`src/rtl/midi_pkg.sv`:
```
// Shared MIDI receiver definitions: FSM state encoding, baud rate and the
// default bit period for a 28 MHz system clock.
package midi_pkg;

  localparam int MIDI_BAUD            = 31250;
  localparam int SYS_CLK_HZ           = 28_000_000;
  localparam int DEFAULT_CLKS_PER_BIT = SYS_CLK_HZ / MIDI_BAUD;

  typedef enum logic [2:0] {
    ST_IDLE  = 3'd0,
    ST_START = 3'd1,
    ST_DATA  = 3'd2,
    ST_STOP  = 3'd3,
    ST_BREAK = 3'd4
  } rx_state_e;

  function automatic logic maj3(input logic a, input logic b, input logic c);
    return (a & b) | (a & c) | (b & c);
  endfunction

endpackage

```
`src/rtl/midi_rx_sync.sv`:
```
// Reset-to-one flop chain for bringing an idle-high asynchronous input into
// the clk domain; reusable for any other async line.
module midi_rx_sync #(
  parameter int SYNC_STAGES = 2
) (
  input  logic clk,
  input  logic reset_n,
  input  logic d,
  output logic q
);

  logic [SYNC_STAGES-1:0] sync_q;
  logic [SYNC_STAGES-1:0] sync_d;

  always_comb sync_d = {sync_q[SYNC_STAGES-2:0], d};

  always_ff @(posedge clk or negedge reset_n) begin
    if (!reset_n) sync_q <= '1;
    else          sync_q <= sync_d;
  end

  assign q = sync_q[SYNC_STAGES-1];

endmodule

```
`src/rtl/midi_uart_rx.sv`:
```
// 8N1 MIDI serial receiver with a single-entry holding register and valid/ack.
// Optional build macro MIDI_RX_MAJORITY_EN: 2-of-3 majority vote around each bit centre.
module midi_uart_rx
  import midi_pkg::*;
#(
  parameter int CLKS_PER_BIT = DEFAULT_CLKS_PER_BIT,
  parameter int SYNC_STAGES  = 2
) (
  input  logic       clk,
  input  logic       reset_n,
  input  logic       midi_in,
  output logic [7:0] rx_data,
  output logic       rx_valid,
  input  logic       rx_ack,
  output logic       framing_error,
  output logic       overrun,
  output logic       busy
);

  localparam int CW   = $clog2(CLKS_PER_BIT);
  localparam int HALF = CLKS_PER_BIT / 2;
  localparam logic [CW-1:0] BIT_LOAD = CW'(CLKS_PER_BIT - 1);
`ifdef MIDI_RX_MAJORITY_EN
  // One extra clock so the vote can see centre+1 before deciding.
  localparam logic [CW-1:0] START_LOAD = CW'(HALF);
`else
  localparam logic [CW-1:0] START_LOAD = CW'(HALF - 1);
`endif

  logic            s;
  logic            s_prev_q;
  logic            sample;
  rx_state_e       state_q, state_d;
  logic [CW-1:0]   cnt_q, cnt_d;
  logic [2:0]      bit_idx_q, bit_idx_d;
  logic [7:0]      shift_q, shift_d;
  logic [7:0]      rx_data_q, rx_data_d;
  logic            rx_valid_q, rx_valid_d;
  logic            overrun_q, overrun_d;
  logic            ferr_q, ferr_d;
  logic            byte_done;
  logic            tick;

  midi_rx_sync #(.SYNC_STAGES(SYNC_STAGES)) u_sync (
    .clk     (clk),
    .reset_n (reset_n),
    .d       (midi_in),
    .q       (s)
  );

`ifdef MIDI_RX_MAJORITY_EN
  logic s_prev2_q;
  always_ff @(posedge clk or negedge reset_n) begin
    if (!reset_n) s_prev2_q <= 1'b1;
    else          s_prev2_q <= s_prev_q;
  end
  assign sample = maj3(s, s_prev_q, s_prev2_q);
`else
  assign sample = s;
`endif

  assign tick = (cnt_q == '0);

  always_comb begin
    state_d   = state_q;
    cnt_d     = cnt_q;
    bit_idx_d = bit_idx_q;
    shift_d   = shift_q;
    byte_done = 1'b0;
    ferr_d    = 1'b0;
    case (state_q)
      ST_IDLE: begin
        if (s_prev_q && !s) begin
          state_d = ST_START;
          cnt_d   = START_LOAD;
        end
      end
      ST_START: begin
        if (!tick) cnt_d = cnt_q - 1'b1;
        else if (!sample) begin
          state_d   = ST_DATA;
          cnt_d     = BIT_LOAD;
          bit_idx_d = 3'd0;
        end else begin
          state_d = ST_IDLE;
        end
      end
      ST_DATA: begin
        if (!tick) cnt_d = cnt_q - 1'b1;
        else begin
          shift_d = {sample, shift_q[7:1]};
          cnt_d   = BIT_LOAD;
          if (bit_idx_q == 3'd7) state_d = ST_STOP;
          else                   bit_idx_d = bit_idx_q + 3'd1;
        end
      end
      ST_STOP: begin
        if (!tick) cnt_d = cnt_q - 1'b1;
        else if (sample) begin
          byte_done = 1'b1;
          state_d   = ST_IDLE;
        end else begin
          ferr_d  = 1'b1;
          state_d = ST_BREAK;
        end
      end
      ST_BREAK: begin
        if (s) state_d = ST_IDLE;
      end
      default: state_d = ST_IDLE;
    endcase
  end

  // Holding register: an ack in the completion cycle frees room for the new byte.
  always_comb begin
    rx_data_d  = rx_data_q;
    rx_valid_d = rx_valid_q;
    overrun_d  = overrun_q;
    if (byte_done) begin
      if (!rx_valid_q || rx_ack) begin
        rx_data_d  = shift_q;
        rx_valid_d = 1'b1;
      end else begin
        overrun_d = 1'b1;
      end
    end else if (rx_ack && rx_valid_q) begin
      rx_valid_d = 1'b0;
      overrun_d  = 1'b0;
    end
  end

  always_ff @(posedge clk or negedge reset_n) begin
    if (!reset_n) begin
      s_prev_q   <= 1'b1;
      state_q    <= ST_IDLE;
      cnt_q      <= '0;
      bit_idx_q  <= 3'd0;
      shift_q    <= 8'h00;
      rx_data_q  <= 8'h00;
      rx_valid_q <= 1'b0;
      overrun_q  <= 1'b0;
      ferr_q     <= 1'b0;
    end else begin
      s_prev_q   <= s;
      state_q    <= state_d;
      cnt_q      <= cnt_d;
      bit_idx_q  <= bit_idx_d;
      shift_q    <= shift_d;
      rx_data_q  <= rx_data_d;
      rx_valid_q <= rx_valid_d;
      overrun_q  <= overrun_d;
      ferr_q     <= ferr_d;
    end
  end

  assign rx_data       = rx_data_q;
  assign rx_valid      = rx_valid_q;
  assign overrun       = overrun_q;
  assign framing_error = ferr_q;
  assign busy          = (state_q != ST_IDLE);

endmodule
```
`config.mk`:
```
export PLATFORM = sky130hd
export DESIGN_NAME = midi_uart_rx
export DESIGN_NICKNAME = d
export VERILOG_FILES = /design/src/rtl/midi_pkg.sv /design/src/rtl/midi_rx_sync.sv /design/src/rtl/midi_uart_rx.sv
export SDC_FILE = /design/constraint.sdc
export NUM_CORES = 1
export LEC_CHECK = 0
export BUFFER_PORTS_ARGS = -buffer_cell sky130_fd_sc_hd__buf_4
export CORE_ASPECT_RATIO = 0.7
export CORE_UTILIZATION = 40
export DETAILED_ROUTE_END_ITERATION = 10
export HOLD_SLACK_MARGIN = 0.02
export SETUP_SLACK_MARGIN = 0.02
export SLEW_MARGIN = 5
export SYNTH_ARGS = -nofsm -noshare
export SYNTH_HDL_FRONTEND = slang
export SYNTH_SLANG_ARGS = --single-unit
```
`constraint.sdc`:
```
create_clock -name clk -period 2.7 [get_ports clk]
set_input_delay 0.675 -clock clk [delete_from_list [all_inputs] [get_ports clk]]
set_output_delay 0.675 -clock clk [all_outputs]
set_load 0.02 [all_outputs]
```
==> flow_summary.toml, run 1 <==
[cells_and_area]
fin_cells = 242
fin_nets = 194
antenna-diode-count = 0
drive_above_1_share_pct = 35.3
syn_to_final_growth_pct = 16.9

[logic_synthesis]
ys_warn_count = 0
synth_nets = 173
netlist_area_um2 = 1960
yosys.area.top_type = "dfrtp_1"
synth.top_cell.area_share_pct = 44.8
seq_area_frac_synth_pct = 48.8
synth-async-reset-ratio_pct = 100
netlist_instances = 165
synth_area_leaders = "dfrtp_1 (45%), mux2_2 (9.8%), dfstp_2 (4.0%)"
ys_top_cells_by_count = "dfrtp_1 (35), mux2_2 (17), nor2_1 (11)"
ys_seq_elements = 38
synth.distinct_cells = 52
yosysMostFrequentCell = "dfrtp_1"
syn_avg_cell_area_um2 = 11.9
ys.flop_type = "dfrtp_1"
synth-edff-count = 0

[route]
detail_route.wl_per_cell_um = 15.9
drc_errors = 0
vias_per_cell = 5.79
initialDrtViolationCount = 87
ant_nets = 0
vias = 1400
routed_wl_um = 3840
first_pass_iters = 4

[timing]
hold_violations = 0
fmax_mhz = 406
fin_crit_sh_pct = 91.1
worst_slew_pin_slew_ps = 691
setup_tns_ps = 0
rsz0062_at_grt = "no"
drv_slew = 0
period_minus_slack_ps = 2460
relSlewSlack_pct = 53.5
skew_ps = 5.89
setup_violations = 0

[power_and_ir_drop]
ir_drop_v = 0.000367
power_density_nw_per_um2 = 664
p_leak_nw = 1.01

[critical_path]
path_max_fanout = 9
crit_arrival_ps = 2690
critPathKind = "reg -> reg"
startpoint_type = "register"
critical_path_required_ps = 2930
critical-path-slowest-cell = "or4b_1"
end_kind = "register"
path_delay_family = "simple AND/OR/NAND/NOR gates"
path_cells = "inv_1 -> ha_1 -> or4b_1 -> nor4_4 -> nor2b_1 -> mux2_2"
path_buf_inv = 1
max_stage_delay_ps = 640

[clock_network]
cts_max_path_buffers = 2
htree_levels = 2
cts_made_buffers = 5
postCtsSetupRepairBufs = 0
post_cts_resized = 0
clk_pin_slew_ps = 70
cts_root_buffer = "clkbuf_8"
postCtsHoldBufs = 0
clkLatencyLatePin_ps = 290
cts_tree = "built"
numClockSinks = 38

[global_route]
first_global_vias = 1373
gr-usage-all-layers_pct = 17.1
grt_max_degree = 39
grt_pass1_wl_um = 6690
antenna_found_initial = 0
grt_overflow = 0

[die]
initial_core_util_pct = 43.4
core_area_um2 = 4500
fp.dieH_um = 60.5
die_x_um = 85.6
ios = 16
dieArea_um2 = 5180
core.rowCount = 20

[placed_design]
dp.cells = 234
globalplace.congestion = 0.833
place.port_buffers = 15
hpwlAfterDp_um = 2740

[hold_path]
hold_path_class = "in -> async"

[run]
cap_violations = 0

[status]
status = "finished clean"
==> where the power goes <==
group          switching (mW)  internal [mW]  total [mW]
Combinational          0.0919          0.104       0.196
Sequential             0.0978          0.629       0.727
Clock                   0.203          0.394       0.597
==> layout make-up <==
type,count,area (um2)
Clock buffer,6,82.6
Clock inverter,2,60.1
Fill cell,402,2220
Inverter,5,18.8
Multi-Input combinational cell,114,938
Sequential cell,38,955
Tap cell,55,68.8
Timing Repair Buffer,22,165
==> flip-flops by register name (all words and copies together) (netlist names) <==
name and count:
cnt_q 10, shift_q 8, u_sync.sync_q 2, overrun 1, rx_valid 1, bit_idx_q 3, framing_error 1, s_prev_q 1
rx_data 8, state_q 3
==> layer usage <==
metal / GRT usage (%) / share of wire, %
met1: 23.5 / 53
met2: 26.2 / 42
met5: 0 / 0
met3: 4.76 / 3.8
met4: 6.67 / 1.3
==> logic make-up (layout without fill, tap and decap cells) <==
family                     count (synthesis)  count (layout)  share of synthesized area (%)
AOI/OAI and AO/OA                         36              36                           15.3
xor gates and xnor gates                   1               1                          0.448
and+or+nand+nor                           55              55                           19.4
DFF                                       38              38                           48.8
muxes                                     18              18                           10.3
adders and majority gates                  4               4                           2.56
buffers and inverters                     13              35                           3.26
==> path summary, 6_finish.rpt <==
path                                                 start                          to  slack, ps  cells past startpoint
worst max-delay path                  cnt_q[1]$_DFFE_PN0P_    bit_idx_q[0]$_DFFE_PN0P_        240                      6
worst min-delay path                               reset_n        cnt_q[1]$_DFFE_PN0P_        340                      1
worst max register to register        cnt_q[1]$_DFFE_PN0P_    bit_idx_q[0]$_DFFE_PN0P_        240                      6
worst min register to register  u_sync.sync_q[0]$_DFF_PN1_  u_sync.sync_q[1]$_DFF_PN1_        360                      0
max in group asynchronous                          reset_n  u_sync.sync_q[1]$_DFF_PN1_       2010                      1
min in group clk                u_sync.sync_q[0]$_DFF_PN1_  u_sync.sync_q[1]$_DFF_PN1_        360                      0
==> per-stage QoR <==
stage | util [%] | area (um2) | total power [mW] | setup slack [ps] | hold slack, ps
after floorplan | - | 1960 | 0.884 | 492 | 345
after global placement | 47.6 | 2150 | 0.922 | 341 | 349
after detailed placement | 47.6 | 2150 | 0.934 | 229 | 349
after CTS | 50.8 | 2290 | 1.53 | 215 | 356
after global routing | 50.8 | 2290 | 1.60 | 41.0 | 366
final | 50.8 | 2290 | 1.52 | 240 | 341
==> cells in the final DEF (no fill, tap or decap), types with 3 or more instances in the layout <==
master	count
clkbuf_8	6
dfstp_2	3
nor4_1	3
mux2_2	17
nand2_1	3
and2_1	4
a22o_1	4
o211ai_1	3
nor3_1	8
a21oi_1	10
nor2_1	11
inv_1	5
or3_1	3
dfrtp_1	35
nor4b_1	3
ha_1	4
buf_4	22
a211oi_2	4
Note: power is estimated with default switching activity, not from simulation.
==> run 2: changes to the inputs <==
--- a/config.mk
+++ b/config.mk
@@ -11,7 +11,6 @@
 export DETAILED_ROUTE_END_ITERATION = 10
 export HOLD_SLACK_MARGIN = 0.02
 export SETUP_SLACK_MARGIN = 0.02
-export SLEW_MARGIN = 5
 export SYNTH_ARGS = -nofsm -noshare
 export SYNTH_HDL_FRONTEND = slang
 export SYNTH_SLANG_ARGS = --single-unit
==> constraint.sdc (replaced) <==
create_clock -name clk -period 2.7 [get_ports clk]
set_input_delay 0.27 -clock clk [delete_from_list [all_inputs] [get_ports clk]]
set_output_delay 0.27 -clock clk [all_outputs]
set_load 0.02 [all_outputs]
==> flow_summary.toml, run 2 (synthesized netlist as in run 1, its figures left out) <==
[status]
status = "finished clean"

[placed_design]
place.port_buffers = 15
hpwlAfterDp_um = 2800
globalplace.congestion = 0.838

[timing]
setup_tns_ps = 0
worst_slew_pin_slew_ps = 681
rsz0062_at_grt = "no"
hold_violations = 0
drv_slew = 0
setup_violations = 0
skew_ps = 6.58
relSlewSlack_pct = 54.2
period_minus_slack_ps = 2410
fin_crit_sh_pct = 89.4
fmax_mhz = 414
holdWs_ps = 83.5

[die]
initial_core_util_pct = 43.4
fp.dieH_um = 60.5
core.rowCount = 20
dieArea_um2 = 5180
ios = 16
core_area_um2 = 4500
die_x_um = 85.6

[critical_path]
end_kind = "register"
crit_arrival_ps = 2650
path_max_fanout = 9
critPathKind = "reg -> reg"
startpoint_type = "register"
path_delay_family = "simple AND/OR/NAND/NOR gates"
critical_path_required_ps = 2940
path_cells = "inv_1 -> ha_1 -> or4b_1 -> nor4_4 -> nor2b_1 -> mux2_2"
max_stage_delay_ps = 640
path_buf_inv = 1
critical-path-slowest-cell = "or4b_1"

[cells_and_area]
num-fill-cells = 415
fin_nets = 194
regMostFlops = "cnt_q"
antenna-diode-count = 0
largest_reg_flops = 10
final_common_cell = "dfrtp_1"
syn_to_final_growth_pct = 17.1
drive_above_1_share_pct = 34.8
seq_area_um2 = 955
final_cell_mix = "dfrtp_1 (35), buf_4 (21), mux2_2 (17), nor2_1 (11), a21oi_1 (10)"
multiInputGateArea_um2 = 938

[global_route]
grt_pass1_wl_um = 6800
grt_max_degree = 39
grt_overflow = 0
first_global_vias = 1349
gr-usage-all-layers_pct = 17.2
antenna_found_initial = 0

[clock_network]
numClockSinks = 38
clk_pin_slew_ps = 80
cts_root_buffer = "clkbuf_8"
cts_max_path_buffers = 2
cts_tree = "built"
cts_made_buffers = 5
htree_levels = 2
clkLatencyLatePin_ps = 290
post_cts_resized = 0

[power_and_ir_drop]
ir_drop_v = 0.000314
p_leak_nw = 1.01
power_density_nw_per_um2 = 666

[route]
vias_per_cell = 5.72
ant_nets = 0
initialDrtViolationCount = 68
detail_route.wl_per_cell_um = 16.0
vias = 1385
first_pass_iters = 4
routed_wl_um = 3860
drc_errors = 0

[hold_path]
hold_path_class = "in -> reg"

[run]
cap_violations = 0
run 2: final cells by class:
| type | instances | share of cell area (%) |
|---|---|---|
| Tap cell | 55 | 3.00 |
| Multi-Input combinational cell | 114 | 41.0 |
| Inverter | 5 | 0.819 |
| Clock buffer | 6 | 3.60 |
| Timing Repair Buffer | 22 | 7.32 |
| Clock inverter | 2 | 2.62 |
| Sequential cell | 38 | 41.7 |
run 2: final timing paths:
kind,from,to,slack [ps],depth (start not counted)
setup / recovery,cnt_q[0]$_DFFE_PN0P_,bit_idx_q[0]$_DFFE_PN0P_,290,6
hold / removal,midi_in,u_sync.sync_q[0]$_DFF_PN1_,80,1
setup reg to reg,cnt_q[0]$_DFFE_PN0P_,bit_idx_q[0]$_DFFE_PN0P_,290,6
hold reg to reg,u_sync.sync_q[0]$_DFF_PN1_,u_sync.sync_q[1]$_DFF_PN1_,360,0
max in group asynchronous,reset_n,s_prev_q$_DFF_PN1_,1870,2
min in group asynchronous,reset_n,cnt_q[2]$_DFFE_PN0P_,470,2
run 2: metal layers:
metal | global-route usage, % | wire (um) | vias up
met5 | 0 | 0 | -
met4 | 6.43 | 39 | 0
met3 | 4.08 | 214 | 4
met2 | 24.8 | 1650 | 35
met1 | 25.1 | 1960 | 681
li1 | - | - | 665
run 2: timing repair:
item / 4_1_cts / 5_1_grt
endpoints found under the setup margin: 0 / 0
setup buffers: 0 / 0
endpoints found under the hold margin: 35 / 0
hold buffers: 1 / 0
run 2: report_power, final:
part	switching (mW)	total, mW	internal [mW]
clock network	0.205	0.599	0.394
logic	0.0914	0.197	0.105
registers	0.100	0.729	0.629
run 2: metrics by stage:
stage | worst slack (ps) | cells | power (mW) | cell area [um2] | utilization (%)
floorplan | 492 | 165 | 0.884 | 1960 | -
global placement | 343 | 233 | 0.923 | 2140 | 47.5
detailed placement | 280 | 233 | 0.937 | 2140 | 47.5
CTS | 271 | 242 | 1.54 | 2290 | 50.9
global route | 116 | 242 | 1.61 | 2290 | 50.9
finish | 287 | 242 | 1.53 | 2290 | 50.9
